$ cat config.mk
export PLATFORM = sky130hd
export DESIGN_NAME = audio_stream_ctrl
export DESIGN_NICKNAME = d
export VERILOG_FILES = /design/src/rtl/audio_stream_ctrl.sv
export SDC_FILE = /design/constraint.sdc
export NUM_CORES = 1
export LEC_CHECK = 0
export CORE_MARGIN = 1
export CORE_UTILIZATION = 45
export CTS_BUF_LIST = sky130_fd_sc_hd__clkbuf_4 sky130_fd_sc_hd__clkbuf_8 sky130_fd_sc_hd__clkbuf_16
export CTS_CLUSTER_SIZE = 20
export DETAILED_ROUTE_END_ITERATION = 6
export HOLD_SLACK_MARGIN = 0.05
export PLACE_DENSITY = 0.81
export REMOVE_ABC_BUFFERS = 1
export SLEW_MARGIN = 0
export SYNTH_ARGS = -nofsm -noshare
export SYNTH_HDL_FRONTEND = slang
export SYNTH_SLANG_ARGS = --single-unit
$ cat constraint.sdc
create_clock -name clk_clk -period 3.6 [get_ports clk_clk]
set_clock_uncertainty 0.15 [all_clocks]
set_input_delay 0.36 -clock clk_clk [delete_from_list [all_inputs] [get_ports clk_clk]]
set_output_delay 0.36 -clock clk_clk [all_outputs]
set_load 0.02 [all_outputs]
$ cat src/rtl/audio_stream_ctrl.sv
// audio_stream_ctrl: Avalon-MM master that clears the audio core's write FIFO,
// then repeatedly polls FIFOSPACE and streams left/right sample pairs from a
// valid/ready source into the LEFTDATA/RIGHTDATA registers.
module audio_stream_ctrl #(
  parameter int POLL_GAP = 15,
  parameter int RD_LAT   = 1
) (
  input  logic        clk_clk,
  input  logic        reset_reset_n,
  input  logic        enable,
  input  logic [31:0] smp_left,
  input  logic [31:0] smp_right,
  input  logic        smp_valid,
  output logic        smp_ready,
  output logic [1:0]  avm_address,
  output logic        avm_chipselect,
  output logic        avm_read,
  output logic        avm_write,
  output logic [31:0] avm_writedata,
  input  logic [31:0] avm_readdata,
  output logic [7:0]  space_obs,
  output logic [15:0] pairs_sent,
  output logic        busy
);

  typedef enum logic [3:0] {
    S_IDLE,
    S_CLR,
    S_CLR_REL,
    S_POLL,
    S_WAIT_RD,
    S_WAIT_SMP,
    S_WR_L,
    S_WR_R,
    S_GAP
  } state_t;

  localparam logic [1:0]  A_CONTROL   = 2'd0;
  localparam logic [1:0]  A_FIFOSPACE = 2'd1;
  localparam logic [1:0]  A_LEFTDATA  = 2'd2;
  localparam logic [1:0]  A_RIGHTDATA = 2'd3;
  localparam logic [31:0] CTRL_CLEAR  = 32'h0000_0008;
  localparam logic [15:0] RD_LAST     = 16'(RD_LAT - 1);
  localparam logic [15:0] GAP_LAST    = 16'(POLL_GAP - 1);

  state_t      state_q, state_d;
  logic [15:0] cnt_q, cnt_d;
  logic [7:0]  space_q, space_d;
  logic [7:0]  space_obs_q, space_obs_d;
  logic [15:0] pairs_q, pairs_d;
  logic        ready_q, ready_d;
  logic        rd_q, rd_d;
  logic        wr_q, wr_d;
  logic        cs_q, cs_d;
  logic [1:0]  addr_q, addr_d;
  logic [31:0] wdata_q, wdata_d;
  logic        busy_q, busy_d;
  logic [31:0] right_q, right_d;
  logic [7:0]  rd_space;

  function automatic logic [7:0] min8(input logic [7:0] a, input logic [7:0] b);
    return (a < b) ? a : b;
  endfunction

  // Usable pair count is limited by the fuller of the two write FIFOs.
  assign rd_space = min8(avm_readdata[31:24], avm_readdata[23:16]);

  // Next-state logic; bus outputs are decoded from the next state so every
  // strobe is registered and lines up with the state that issues it.
  always_comb begin
    state_d     = state_q;
    cnt_d       = cnt_q;
    space_d     = space_q;
    space_obs_d = space_obs_q;
    pairs_d     = pairs_q;
    right_d     = right_q;
    wdata_d     = 32'd0;
    addr_d      = 2'd0;
    rd_d        = 1'b0;
    wr_d        = 1'b0;

    case (state_q)
      S_IDLE:    if (enable) state_d = S_CLR;
      S_CLR:     state_d = S_CLR_REL;
      S_CLR_REL: state_d = S_POLL;
      S_POLL: begin
        state_d = S_WAIT_RD;
        cnt_d   = 16'd0;
      end
      S_WAIT_RD: begin
        if (cnt_q == RD_LAST) begin
          space_d     = rd_space;
          space_obs_d = rd_space;
          if ((rd_space != 8'd0) && enable) begin
            state_d = S_WAIT_SMP;
          end else if (!enable) begin
            state_d = S_IDLE;
          end else begin
            state_d = S_GAP;
            cnt_d   = 16'd0;
          end
        end else begin
          cnt_d = cnt_q + 16'd1;
        end
      end
      S_WAIT_SMP: begin
        // A handshake wins over a simultaneous enable drop: the pair completes.
        if (smp_valid) begin
          right_d = smp_right;
          wdata_d = smp_left;
          state_d = S_WR_L;
        end else if (!enable) begin
          state_d = S_IDLE;
        end
      end
      S_WR_L: begin
        state_d = S_WR_R;
        space_d = space_q - 8'd1;
        pairs_d = pairs_q + 16'd1;
      end
      S_WR_R: begin
        if (!enable) begin
          state_d = S_IDLE;
        end else if (space_q != 8'd0) begin
          state_d = S_WAIT_SMP;
        end else begin
          state_d = S_GAP;
          cnt_d   = 16'd0;
        end
      end
      S_GAP: begin
        if (!enable) begin
          state_d = S_IDLE;
        end else if (cnt_q == GAP_LAST) begin
          state_d = S_POLL;
        end else begin
          cnt_d = cnt_q + 16'd1;
        end
      end
      default: state_d = S_IDLE;
    endcase

    case (state_d)
      S_CLR: begin
        wr_d    = 1'b1;
        addr_d  = A_CONTROL;
        wdata_d = CTRL_CLEAR;
      end
      S_CLR_REL: begin
        wr_d    = 1'b1;
        addr_d  = A_CONTROL;
        wdata_d = 32'd0;
      end
      S_POLL: begin
        rd_d    = 1'b1;
        addr_d  = A_FIFOSPACE;
        wdata_d = 32'd0;
      end
      S_WR_L: begin
        wr_d   = 1'b1;
        addr_d = A_LEFTDATA;
      end
      S_WR_R: begin
        wr_d    = 1'b1;
        addr_d  = A_RIGHTDATA;
        wdata_d = right_q;
      end
      default: wdata_d = 32'd0;
    endcase

    cs_d    = rd_d | wr_d;
    ready_d = (state_d == S_WAIT_SMP);
    busy_d  = (state_d != S_IDLE);
  end

  // Control state and registered bus outputs; reset drops strobes at once.
  always_ff @(posedge clk_clk or negedge reset_reset_n) begin
    if (!reset_reset_n) begin
      state_q     <= S_IDLE;
      cnt_q       <= 16'd0;
      space_q     <= 8'd0;
      space_obs_q <= 8'd0;
      pairs_q     <= 16'd0;
      ready_q     <= 1'b0;
      rd_q        <= 1'b0;
      wr_q        <= 1'b0;
      cs_q        <= 1'b0;
      addr_q      <= 2'd0;
      wdata_q     <= 32'd0;
      busy_q      <= 1'b0;
    end else begin
      state_q     <= state_d;
      cnt_q       <= cnt_d;
      space_q     <= space_d;
      space_obs_q <= space_obs_d;
      pairs_q     <= pairs_d;
      ready_q     <= ready_d;
      rd_q        <= rd_d;
      wr_q        <= wr_d;
      cs_q        <= cs_d;
      addr_q      <= addr_d;
      wdata_q     <= wdata_d;
      busy_q      <= busy_d;
    end
  end

  // Right-sample holding register; pure data, so it carries no reset.
  always_ff @(posedge clk_clk) begin
    right_q <= right_d;
  end

  assign smp_ready      = ready_q;
  assign avm_address    = addr_q;
  assign avm_chipselect = cs_q;
  assign avm_read       = rd_q;
  assign avm_write      = wr_q;
  assign avm_writedata  = wdata_q;
  assign space_obs      = space_obs_q;
  assign pairs_sent     = pairs_q;
  assign busy           = busy_q;

endmodule

-- Yosys cells after proc, flatten, opt, wreduce, memory -nomap -nowiden
Cells that the tools add are included.
- output and inout bits: 63
- bits in registers: 123
- bitwise operators: 1
- reductions and logical operators: 13
- $lt $le $gt $ge: 1
- equality and inequality tests: 22
- multiplexer cells: 28
- $add $sub $neg: 3
- operators by type and width (operator ; number):
    16-bit two-way mux ; 7
    32-bit case mux with 3 select lines ; 1
    32-bit two-way mux ; 2
    16-bit case mux with 4 select lines ; 1
    4-bit two-way mux ; 10
    4-bit case mux with 9 select lines ; 1
    16-bit by 1-bit adder with 16-bit output (second input constant) ; 2
    4-bit by 3-bit == test with 1-bit output (second input constant) ; 7
    16-bit by 4-bit == test with 1-bit output (second input constant) ; 1
    4-bit by 2-bit == test with 1-bit output (second input constant) ; 4
    16-bit logical NOT ; 1
    8-bit two-way mux ; 2
    8-bit case mux with 2 select lines ; 1
    8-bit nonzero test ; 2
    2-bit != test (second input constant) ; 5
    4-bit by 1-bit == test with 1-bit output (second input constant) ; 2
    8-bit less-than comparator ; 1
    4-bit nonzero test ; 2
    8-bit by 1-bit subtractor with 8-bit output (second input constant) ; 1
    7-bit AND reduction ; 1
    3-bit != test (second input constant) ; 2
    2-bit case mux with 3 select lines ; 1
    2-bit AND reduction ; 3
    4-bit == test (second input constant) ; 1
    other kinds (6) ; 7

-- Depth between registers and ports, before layout
- word-level depth: 11
- mapped depth: 10

-- Least setup slack after synthesis
Ideal clock, no wire load.
- kind: reg2reg
- start: reg state_q[0]
- end: reg right_q[0], enable pin
- clock period less this slack: 2742 ps
- arrival time: 2183 ps
- cell stages (with the launch flop): 6
- path slack: 858 ps
- setup time: 409 ps
- path through: dfrtp_1 -> buf_2 -> nor2b_1 -> and3_1 -> clkbuf_1 -> clkbuf_1
- cells in the longest elaborated chain, start to end: 2
- ends and longest elaborated chain (element ; line ; text):
    from (decl) ; 46 ; state_t state_q, state_d;
    from (signal assigned) ; 192 ; state_q <= state_d;
    4-bit by 3-bit == test with 1-bit output ; 82 ; case (state_q)
    2-bit AND reduction (no source line) ; n/a ;
    to (signal assigned) ; 209 ; right_q <= right_d;
    to (decl) ; 58 ; logic [31:0] right_q, right_d;
Every way passes these cells.
A chain may end at the register's enable or synchronous reset.

-- Worst setup path in the final report
- start: reg space_q[1]
- end: reg cnt_q[10]
- cells in the longest elaborated chain, start to end: 3
- ends and longest elaborated chain (element ; line ; text):
    from (decl) ; 48 ; logic [7:0] space_q, space_d;
    from (signal assigned) ; 194 ; space_q <= space_d;
    8-bit nonzero test ; 124 ; end else if (space_q != 8'd0) begin
    2-bit != test (no source line) ; n/a ;
    7-bit AND reduction (no source line) ; n/a ;
    to (signal assigned) ; 193 ; cnt_q <= cnt_d;
    to (decl) ; 47 ; logic [15:0] cnt_q, cnt_d;
Every way passes these cells.

==> reports/metrics.yaml <==
end_kind: "register"
p_per_area_mw_per_mm2: 682
post_drt_wl_per_cell_um: 16.9
placed_cell_area_sq_mm: 0.00713
period_minus_slack_ns: 2.92
finalInstanceArea_sq_mm: 0.00778
yosys-top-cells-area: "dfrtp_1, edfxtp_1, a22o_1"
layout-drive-gt1-share_pct: 8.99
synthFlopType: "dfrtp_1"
cts_tree: "built"
regToRegEndpoint: "cnt_q[10]$_DFFE_PN0P_"
post-route-drc-count: 0
maxCapViolCount: 0
die-area_sq_mm: 0.0127
yosysUniqueCellTypes: 55
switching_power_mw: 1.72
rows: 40
reg2regPathDepth: 8
worstPathRequired_ns: 3.80
synth_edf_count: 32
p_leak_nw: 3.25
netlist.area_leader.share_pct: 41.2
combPwrFrac_pct: 29.5
rr_startpoint: "space_q[1]$_DFFE_PN0P_"
worstHoldPathType: "input port to async pin"
status: "finished clean"
finalWorstSetupSlack_ns: 0.680
fillers: 898
criticalPathCategory: "register to register"
fin_crit_sh_pct: 81.1
synth_area_sq_mm: 0.00553
globalRouteOverflowTotal: 0
vias: 4488
start_util_pct: 46.1
async_flop_share_pct: 74.0
routed_wl_um: 13600
synth.most_common_cell: "dfrtp_1"
multi_input_area_sq_mm: 0.00213
cp.arrival_ns: 3.12
antenna_cells: 0
grt_pass1_vias: 4571
cts.clk_slew.worst_paths_ns: 0.06
ir_drop_mv: 0.342
routed_via_density: 5.59
tns_ns: 0
grt_max_degree: 42
first_pass_iters: 5
synth_commonest_cells: "dfrtp_1, nand2_1, nor2_1, edfxtp_1, a22o_1"
synth_top_cell_by_area: "dfrtp_1"
dieHeight_um: 113
clkPwrFrac_pct: 34.4
r2r_slack_ns: 0.68
ys_seq_area_share_pct: 58.5
worstMarginPinSlew_ns: 0.632
dpl_worst_slack_ns: 0.642
cts_root_buf: "clkbuf_16"
ys_warn_count: 0
slew_headroom_pct: 57.9
area_growth_pct: 40.7
critPathMaxFanout: 25
gp_congestion: 0.874
io_pins: 163
cts.sinks: 123
numCtsBuffers: 17
final_net_count: 755
seqCellArea_sq_mm: 0.00324
final_cells: 803
pwr-share-seq_pct: 36.1
htreeDepth: 4
fmax_ghz: 0.342
hold_viol: 0
setup_violations: 0
grt_pass1_wl_um: 22200
syn_inst: 493
antenna_left: 0
port_buffers: 146
clk_latency_ns: 0.41
grt_use_total_pct: 22.2
antenna_found_initial: 0
dp_hpwl_um: 9290
core_sq_mm: 0.0120
start_kind: "register"
slew_violations: 0
switching_share_pct: 32.3
max-clock-path-buffers: 2
syn_avg_cell_area_sq_um: 11.2
ys_seq_elements: 123
first_iter_violations: 350
die_x_um: 113
intPower_mw: 3.59
dp_cells: 770
rsz0062_at_grt: "no"
placed cells by master (no fill, tap or decap), types with 5 or more instances in the layout:
master,count
a21oi_1,21
nor3_1,5
ha_1,12
o21ai_0,22
nor2_1,34
nand3_1,17
clkinv_4,5
nand2_1,58
nor4_1,13
or4_1,6
clkbuf_16,17
xnor2_1,7
mux2i_1,6
clkdlybuf4s50_1,145
a22o_1,31
xor2_1,9
o21a_1,5
nand2b_1,6
dfrtp_1,91
buf_4,7
o211ai_1,7
or2_2,5
edfxtp_1,32
nor2b_1,6
and3_1,5
inv_1,16
cell type report:
cell class / instances / area share, %
Clock buffer: 17 / 5.47
Clock inverter: 15 / 2.75
Inverter: 16 / 0.772
Multi-Input combinational cell: 331 / 27.3
Sequential cell: 123 / 41.6
Tap cell: 147 / 2.36
Timing Repair Buffer: 154 / 19.7
sequential cells by signal, indices dropped and copies added, names as in the netlist, 2 cells and up:
signal / count
avm_address: 2
avm_writedata: 32
state_q: 4
right_q: 32
cnt_q: 16
pairs_sent: 16
space_q: 8
space_obs: 8
per-layer routing:
layer | routed length, um | share of wire [%] | track usage (%)
met1 | 5540 | 41 | 26.4
met5 | 0 | 0 | 0
met2 | 6670 | 49 | 37.7
met3 | 1050 | 7.7 | 6.05
met4 | 344 | 2.5 | 10.4
cell families (layout without fill, tap and decap cells):
group	after synthesis	after routing	synth area share, %
compound gates	110	110	14.1
xor+xnor	16	16	2.53
fa+ha+maj	12	12	2.71
buf+inv	39	202	3.05
flops	123	123	58.5
mux	9	9	1.70
simple gates	184	184	17.4
how the worst max path moves through the flow:
| stage | startpoint | endpoint | depth (start not counted) |
|---|---|---|---|
| floorplan | avm_readdata[22] | busy$_DFF_PN0_ | 7 |
| global placement | avm_readdata[23] | busy$_DFF_PN0_ | 8 |
| detailed placement | avm_readdata[17] | busy$_DFF_PN0_ | 8 |
| CTS | space_q[1]$_DFFE_PN0P_ | cnt_q[10]$_DFFE_PN0P_ | 8 |
| global route | space_q[1]$_DFFE_PN0P_ | cnt_q[10]$_DFFE_PN0P_ | 8 |
| finish | space_q[1]$_DFFE_PN0P_ | cnt_q[10]$_DFFE_PN0P_ | 8 |
through the flow:
stage | hold WS [ns] | total power, mW | utilization, %
after floorplan | -0.0856 | 2.78 | -
after global placement | 0.180 | 3.42 | 59.4
after detailed placement | 0.184 | 3.49 | 59.4
after CTS | 0.308 | 5.34 | 64.8
after global routing | 0.321 | 5.56 | 64.8
final | 0.295 | 5.31 | 64.8
power by group through the flow:
stage	combinational, mW	clock [mW]	sequential (mW)
after floorplan	0.678	0	2.10
after global placement	1.50	0	1.92
after detailed placement	1.55	0	1.93
after CTS	1.57	1.86	1.91
after global routing	1.71	1.91	1.95
final	1.57	1.83	1.92
what timing repair did:
action / CTS / global route
hold buffers: 1 / 0
buffers inserted: 0 / 0
gates resized for setup: 0 / 0
endpoints found under the hold margin: 30 / 0
setup endpoints to repair: 0 / 0
critical path, cell delays in order, from the launching register on:
cell,delay (ns)
dfrtp_1,0.41
inv_1,0.09
ha_1,0.20
nor3b_2,0.32
nand3_1,0.23
a311oi_2,0.40
o21bai_4,0.25
or4b_2,0.69
nand3_1,0.10
Note: power is estimated with default switching activity, not from simulation.
